### config.mk
export PLATFORM = sky130hd
export DESIGN_NAME = traffic_light_monitor
export DESIGN_NICKNAME = d
export VERILOG_FILES = /design/src/rtl/traffic_light_monitor.sv
export SDC_FILE = /design/constraint.sdc
export NUM_CORES = 1
export LEC_CHECK = 0
export ABC_AREA = 1
export CAP_MARGIN = 15
export CORE_UTILIZATION = 54
export CTS_BUF_LIST = sky130_fd_sc_hd__clkbuf_8
export CTS_CLUSTER_SIZE = 40
export DETAILED_ROUTE_END_ITERATION = 10
export PLACE_DENSITY = 0.82
export REMOVE_ABC_BUFFERS = 1
export SETUP_SLACK_MARGIN = 0.5
export SYNTH_ARGS = -nofsm -noshare
export SYNTH_HDL_FRONTEND = slang
export SYNTH_SLANG_ARGS = --single-unit
### constraint.sdc
create_clock -name clk -period 2.48 [get_ports clk]
set_input_delay 0.62 -clock clk [delete_from_list [all_inputs] [get_ports clk]]
set_output_delay 0.62 -clock clk [all_outputs]
set_load 0.1 [all_outputs]
### src/rtl/traffic_light_monitor.sv
// Receive-side checker for the two-road light interface: tracks the phase cycle and latches faults.
// Optional MON_SEG7_EN adds a two-digit seven-segment readout of the sampled countdown.
module traffic_light_monitor #(
    parameter int unsigned GREEN_TICKS  = 8,
    parameter int unsigned YELLOW_TICKS = 4,
    parameter int unsigned CNT_W        = 8
) (
    input  logic             clk,
    input  logic             rst_a,
    input  logic             tick,
    input  logic [2:0]       a_lights,
    input  logic [2:0]       b_lights,
    input  logic [3:0]       cnt_in,
    input  logic [1:0]       sw,
    input  logic             clr_fault,
    output logic [1:0]       phase,
    output logic             phase_valid,
    output logic [3:0]       dwell,
    output logic             fault,
    output logic [2:0]       fault_code,
    output logic [CNT_W-1:0] fault_cnt
`ifdef MON_SEG7_EN
    ,
    output logic [6:0]       seg_tens,
    output logic [6:0]       seg_units
`endif
);

    localparam logic [2:0] LAMP_GRN = 3'b001;
    localparam logic [2:0] LAMP_YEL = 3'b101;
    localparam logic [2:0] LAMP_RED = 3'b100;

    localparam logic [2:0] CODE_NONE     = 3'd0;
    localparam logic [2:0] CODE_CONFLICT = 3'd1;
    localparam logic [2:0] CODE_ILLEGAL  = 3'd2;
    localparam logic [2:0] CODE_ORDER    = 3'd3;
    localparam logic [2:0] CODE_DWELL    = 3'd4;
    localparam logic [2:0] CODE_COUNT    = 3'd5;

    typedef enum logic [1:0] {
        ST_SYNC  = 2'd0,
        ST_TRACK = 2'd1,
        ST_HOLD  = 2'd2
    } state_t;

    state_t             state_q, state_d;
    logic [1:0]         phase_q, phase_d;
    logic               phase_valid_q, phase_valid_d;
    logic [3:0]         dwell_q, dwell_d;
    logic [3:0]         cnt_prev_q, cnt_prev_d;
    logic               over_q, over_d;
    logic               fault_q, fault_d;
    logic [2:0]         fault_code_q, fault_code_d;
    logic [CNT_W-1:0]   fault_cnt_q, fault_cnt_d;

    logic               pair_legal_c;
    logic [1:0]         pair_phase_c;
    logic               override_c;
    logic               flash_c;
    logic               conflict_c;
    logic               illegal_c;
    logic               bad_order_c;
    logic               dwell_err_c;
    logic               cnt_err_c;
    logic [2:0]         code_c;
    logic [3:0]         req_dwell_c;
    logic [3:0]         dwell_inc_c;

    // Lamp-pair decode; override flash is only excused from the conflict rule while sw is nonzero.
    always_comb begin
        pair_legal_c = 1'b1;
        pair_phase_c = 2'd0;
        case ({a_lights, b_lights})
            {LAMP_GRN, LAMP_RED}: pair_phase_c = 2'd0;
            {LAMP_YEL, LAMP_RED}: pair_phase_c = 2'd1;
            {LAMP_RED, LAMP_GRN}: pair_phase_c = 2'd2;
            {LAMP_RED, LAMP_YEL}: pair_phase_c = 2'd3;
            default:              pair_legal_c = 1'b0;
        endcase
        override_c = (sw != 2'b00);
        flash_c    = (a_lights == LAMP_YEL) && (b_lights == LAMP_YEL) && override_c;
        conflict_c = (a_lights != LAMP_RED) && (b_lights != LAMP_RED) && !flash_c;
    end

    // Phase tracker next-state and per-tick checks.
    always_comb begin
        state_d     = state_q;
        phase_d     = phase_q;
        dwell_d     = dwell_q;
        cnt_prev_d  = cnt_prev_q;
        over_d      = over_q;
        illegal_c   = 1'b0;
        bad_order_c = 1'b0;
        dwell_err_c = 1'b0;
        cnt_err_c   = 1'b0;
        req_dwell_c = phase_q[0] ? 4'(YELLOW_TICKS) : 4'(GREEN_TICKS);
        dwell_inc_c = (dwell_q == 4'hF) ? 4'hF : dwell_q + 4'd1;

        if (tick) begin
            case (state_q)
                ST_SYNC: begin
                    if (override_c) begin
                        state_d = ST_HOLD;
                        dwell_d = 4'd0;
                    end else if (pair_legal_c) begin
                        state_d    = ST_TRACK;
                        phase_d    = pair_phase_c;
                        dwell_d    = 4'd1;
                        cnt_prev_d = cnt_in;
                        over_d     = 1'b0;
                    end else begin
                        illegal_c = 1'b1;
                    end
                end
                ST_TRACK: begin
                    if (override_c) begin
                        state_d = ST_HOLD;
                        dwell_d = 4'd0;
                    end else if (!pair_legal_c) begin
                        illegal_c = 1'b1;
                        state_d   = ST_SYNC;
                        dwell_d   = 4'd0;
                    end else if (pair_phase_c == phase_q) begin
                        dwell_d    = dwell_inc_c;
                        cnt_prev_d = cnt_in;
                        cnt_err_c  = (cnt_in != cnt_prev_q - 4'd1);
                        if ((dwell_inc_c > req_dwell_c) && !over_q) begin
                            dwell_err_c = 1'b1;
                            over_d      = 1'b1;
                        end
                    end else begin
                        // Phase change: countdown reloads here, so it is not checked.
                        bad_order_c = (pair_phase_c != phase_q + 2'd1);
                        dwell_err_c = (dwell_q != req_dwell_c);
                        phase_d     = pair_phase_c;
                        dwell_d     = 4'd1;
                        cnt_prev_d  = cnt_in;
                        over_d      = 1'b0;
                    end
                end
                ST_HOLD: begin
                    dwell_d = 4'd0;
                    if (!override_c) begin
                        state_d = ST_SYNC;
                    end
                end
                default: begin
                    state_d = ST_SYNC;
                    dwell_d = 4'd0;
                end
            endcase
        end

        phase_valid_d = (state_d == ST_TRACK);

        code_c = CODE_NONE;
        if (tick) begin
            if (conflict_c)       code_c = CODE_CONFLICT;
            else if (illegal_c)   code_c = CODE_ILLEGAL;
            else if (bad_order_c) code_c = CODE_ORDER;
            else if (dwell_err_c) code_c = CODE_DWELL;
            else if (cnt_err_c)   code_c = CODE_COUNT;
        end
    end

    // Sticky fault registers; a clear on the same cycle as a fault wins.
    always_comb begin
        fault_d      = fault_q;
        fault_code_d = fault_code_q;
        fault_cnt_d  = fault_cnt_q;
        if (clr_fault) begin
            fault_d      = 1'b0;
            fault_code_d = CODE_NONE;
            fault_cnt_d  = '0;
        end else if (code_c != CODE_NONE) begin
            fault_d = 1'b1;
            if (!fault_q) begin
                fault_code_d = code_c;
            end
            if (fault_cnt_q != {CNT_W{1'b1}}) begin
                fault_cnt_d = fault_cnt_q + CNT_W'(1);
            end
        end
    end

    always_ff @(posedge clk or posedge rst_a) begin
        if (rst_a) begin
            state_q       <= ST_SYNC;
            phase_q       <= 2'd0;
            phase_valid_q <= 1'b0;
            dwell_q       <= 4'd0;
            cnt_prev_q    <= 4'd0;
            over_q        <= 1'b0;
            fault_q       <= 1'b0;
            fault_code_q  <= CODE_NONE;
            fault_cnt_q   <= '0;
        end else begin
            state_q       <= state_d;
            phase_q       <= phase_d;
            phase_valid_q <= phase_valid_d;
            dwell_q       <= dwell_d;
            cnt_prev_q    <= cnt_prev_d;
            over_q        <= over_d;
            fault_q       <= fault_d;
            fault_code_q  <= fault_code_d;
            fault_cnt_q   <= fault_cnt_d;
        end
    end

    assign phase       = phase_q;
    assign phase_valid = phase_valid_q;
    assign dwell       = dwell_q;
    assign fault       = fault_q;
    assign fault_code  = fault_code_q;
    assign fault_cnt   = fault_cnt_q;

`ifdef MON_SEG7_EN
    logic [6:0] seg_tens_q, seg_tens_d;
    logic [6:0] seg_units_q, seg_units_d;

    // Segment bit 0 is 'a', bit 6 is 'g'.
    function automatic logic [6:0] seg7(input logic [3:0] digit);
        case (digit)
            4'd0:    return 7'b0111111;
            4'd1:    return 7'b0000110;
            4'd2:    return 7'b1011011;
            4'd3:    return 7'b1001111;
            4'd4:    return 7'b1100110;
            4'd5:    return 7'b1101101;
            4'd6:    return 7'b1111101;
            4'd7:    return 7'b0000111;
            4'd8:    return 7'b1111111;
            4'd9:    return 7'b1101111;
            default: return 7'b0000000;
        endcase
    endfunction

    always_comb begin
        seg_tens_d  = seg_tens_q;
        seg_units_d = seg_units_q;
        if (tick) begin
            if (state_d == ST_HOLD) begin
                seg_tens_d  = 7'b0000000;
                seg_units_d = 7'b0000000;
            end else if (cnt_in >= 4'd10) begin
                seg_tens_d  = seg7(4'd1);
                seg_units_d = seg7(cnt_in - 4'd10);
            end else begin
                seg_tens_d  = 7'b0000000;
                seg_units_d = seg7(cnt_in);
            end
        end
    end

    always_ff @(posedge clk or posedge rst_a) begin
        if (rst_a) begin
            seg_tens_q  <= 7'b0000000;
            seg_units_q <= 7'b0000000;
        end else begin
            seg_tens_q  <= seg_tens_d;
            seg_units_q <= seg_units_d;
        end
    end

    assign seg_tens  = seg_tens_q;
    assign seg_units = seg_units_q;
`endif

endmodule

==> results.sh <==
export IMPL_worstPathArrival_ps=2640
export IMPL_syn_inst=268
export IMPL_grt_use_total_pct=27.4
export IMPL_syn_cell_area_mm2=0.00189
export IMPL_diodes=0
export IMPL_synthToLayoutAreaGrowth_pct=43.0
export IMPL_r2r_slack_ps=0.8
export IMPL_place_congestion=0.913
export IMPL_cts_sinks=26
export IMPL_crit_fanout=3
export IMPL_drc=0
export IMPL_drt_iter0_drc=112
export IMPL_avgSynthCellArea_um2=7.05
export IMPL_overflow=0
export IMPL_vias=2028
export IMPL_ys_seq_area_share_pct=34.4
export IMPL_clk_latency_ps=270
export IMPL_routed_wirelength_um=5310
export IMPL_h_tree_depth=1
export IMPL_stdcell_area_mm2=0.00270
export IMPL_fp_dieW_um=61.2
export IMPL_hold_path_class="reg2reg"
export IMPL_dpl_instance_area_mm2=0.00235
export IMPL_dp_hpwl_um=3390
export IMPL_p_per_area_mw_per_mm2=391
export IMPL_grt_pass1_vias=1807
export IMPL_status="completed"
export IMPL_cts_buffers=3
export IMPL_cp_required_ps=2640
export IMPL_start_util_pct=56.6
export IMPL_fmax_ghz=0.403
export IMPL_numPortBuffers=34
export IMPL_drtAntennaViolNets=0
export IMPL_layout_nets=364
export IMPL_finalHoldViolations=0
export IMPL_yosys_area_top_type_share_pct=34.4
export IMPL_cts_tree="built"
export IMPL_dp_cells=363
export IMPL_min_period_ps=2480
export IMPL_drv_slew=0
export IMPL_ys_warn_count=0
export IMPL_cts_reportedPaths_clkPinSlew_ps=90
export IMPL_cts_root_buffer="clkbuf_8"
export IMPL_max_cap_violations=0
export IMPL_ys_types=26
export IMPL_stdcell_count=387
export IMPL_vias_per_cell=5.24
export IMPL_leakage_nw=1.38
export IMPL_wl_per_cell_um=13.7
export IMPL_synthTopCellsByArea="dfrtp_1 34%, nand2_1 14%, nand3_1 8.7%"
export IMPL_core_mm2=0.00334
export IMPL_grt_max_degree=27
export IMPL_ys_ff_latch=26
export IMPL_skew_ps=2.21
export IMPL_vdd_drop_max_mv=0.320
export IMPL_ios=35
export IMPL_hold_ws_ps=488
export IMPL_dr_pass1_iters=5
export IMPL_antenna_found_initial=0
export IMPL_drive_gt1_share_pct=32.6
export IMPL_setup_tns_ps=0
export IMPL_rsz0062_at_grt="true"
export IMPL_start_kind="flop"
export IMPL_grt_pass1_wl_um=7620
export IMPL_crit_type="reg2reg"
export IMPL_relSlewSlack_pct=68.2
export IMPL_clk_path_buf_depth=2
export IMPL_dieArea_mm2=0.00374
export IMPL_die_y_um=61.2
export IMPL_cts_hold_buf=0
export IMPL_setup_viol=0
export IMPL_tightestPinTransition_ps=477
export IMPL_cp_end_kind="flop"
export IMPL_period_share_pct=100
export IMPL_rows=21
export IMPL_synth_largest_area_cell="dfrtp_1"
## cells in the mapped netlist, drive strengths merged
library cell  number
nand2             77
inv               44
nand3             39
dfrtp             26
nor2              22
o21ai             16
nand4              9
a21oi              7
nor3               7
ha                 6
xor2               5
buf                3
o211ai             2
o21bai             2
clkbuf             1
o31ai              1
xnor2              1
## critical path, stage by stage, from the launching register on
cell and delay (ps):
dfrtp_1 400, ha_2 200, nand3_2 110, inv_2 60, nor2_4 120, nand2_4 70, buf_4 140, buf_6 100
buf_6 100, buf_4 120, buf_6 100, buf_6 110, buf_6 110, buf_6 100, buf_6 100, buf_6 100
buf_6 100, buf_6 100, nand3_2 50, o21ai_2 50
## placed cells by master, fill, tap and decap left out, types with 2 or more instances in the layout
| cell | netlist | layout |
|---|---|---|
| a21oi_1 | 7 | 7 |
| buf_4 | 1 | 46 |
| buf_6 | 1 | 12 |
| clkbuf_2 | 0 | 2 |
| clkbuf_8 | 0 | 4 |
| clkdlybuf4s15_1 | 0 | 2 |
| clkdlybuf4s50_1 | 0 | 8 |
| dfrtp_1 | 26 | 25 |
| dlygate4sd2_1 | 0 | 2 |
| ha_1 | 6 | 4 |
| inv_1 | 40 | 37 |
| inv_2 | 4 | 6 |
| nand2_1 | 69 | 65 |
| nand2_2 | 8 | 8 |
| nand2_4 | 0 | 4 |
| nand3_1 | 33 | 28 |
| nand3_2 | 6 | 10 |
| nand4_1 | 9 | 9 |
| nor2_1 | 16 | 13 |
| nor2_2 | 2 | 3 |
| nor2_4 | 4 | 6 |
| nor3_1 | 7 | 7 |
| o211ai_1 | 2 | 2 |
| o21ai_0 | 15 | 11 |
| o21ai_1 | 0 | 3 |
| o21ai_2 | 1 | 2 |
| xor2_1 | 5 | 5 |
## state kept, by name, indices dropped and copies added, names as in the netlist
register,count
over_q,1
fault_cnt,8
phase_valid,1
phase,2
state_q,2
dwell,4
fault_code,3
cnt_prev_q,4
fault,1
## through the flow
stage | power [W] | worst slack [ps] | utilization [%]
floorplan | 0.000659 | -469 | -
global placement | 0.000749 | -122 | 70.6
detailed placement | 0.000756 | -177 | 70.6
CTS | 0.00104 | 118 | 76.2
global route | 0.00111 | -146 | 81.0
finish | 0.00106 | 0.778 | 81.0
## power breakdown
part / switching, W / internal (W)
registers: 0.0000208 / 0.000444
logic: 0.000202 / 0.000112
clock network: 0.000136 / 0.000142
total: 0.000359 / 0.000698
## routing by layer
metal	share of wire (%)	routed length (µm)	GRT usage [%]	up-vias
met2	52	2760	48.6	52
met1	43	2270	35.1	950
met4	1.9	100	7.47	0
met3	3.4	178	3.36	12
met5	0	0	0	-
li1	-	-	-	1014
## path summary, 6_finish.rpt
| path | endpoint | from | cells past startpoint |
|---|---|---|---|
| max | dwell[3]$_DFFE_PP0P_ | dwell[0]$_DFFE_PP0P_ | 19 |
| min | fault_code[0]$_DFFE_PP0P_ | fault_code[0]$_DFFE_PP0P_ | 2 |
| max reg2reg | dwell[3]$_DFFE_PP0P_ | dwell[0]$_DFFE_PP0P_ | 19 |
| min reg2reg | fault_code[0]$_DFFE_PP0P_ | fault_code[0]$_DFFE_PP0P_ | 2 |
| max in group asynchronous | dwell[2]$_DFFE_PP0P_ | rst_a | 3 |
| min in group asynchronous | fault_cnt[0]$_DFFE_PP0P_ | rst_a | 3 |
## kinds of logic (layout without fill, tap and decap cells)
logic type	Yosys count	count (layout)	synth area share, %
simple gates	154	154	39.3
fa+ha+maj	6	6	3.97
xor+xnor	6	6	3.18
compound gates	28	28	8.87
buf+inv	48	121	10.2
flops	26	26	34.4
## area by class of cell
class / count / area (µm²)
Sequential cell: 26 / 652
Multi-Input combinational cell: 194 / 1150
Clock buffer: 4 / 55.1
Inverter: 44 / 168
Fill cell: 238 / 634
Timing Repair Buffer: 73 / 621
Tap cell: 46 / 57.6
## repair_timing
| item | in CTS | in global routing |
|---|---|---|
| pin swaps | 23 | 15 |
| setup buffers | 14 | 6 |
| endpoints found under the setup margin | 18 | 22 |
| gates resized for setup | 17 | 40 |
Power figures use the tool's default switching activity.
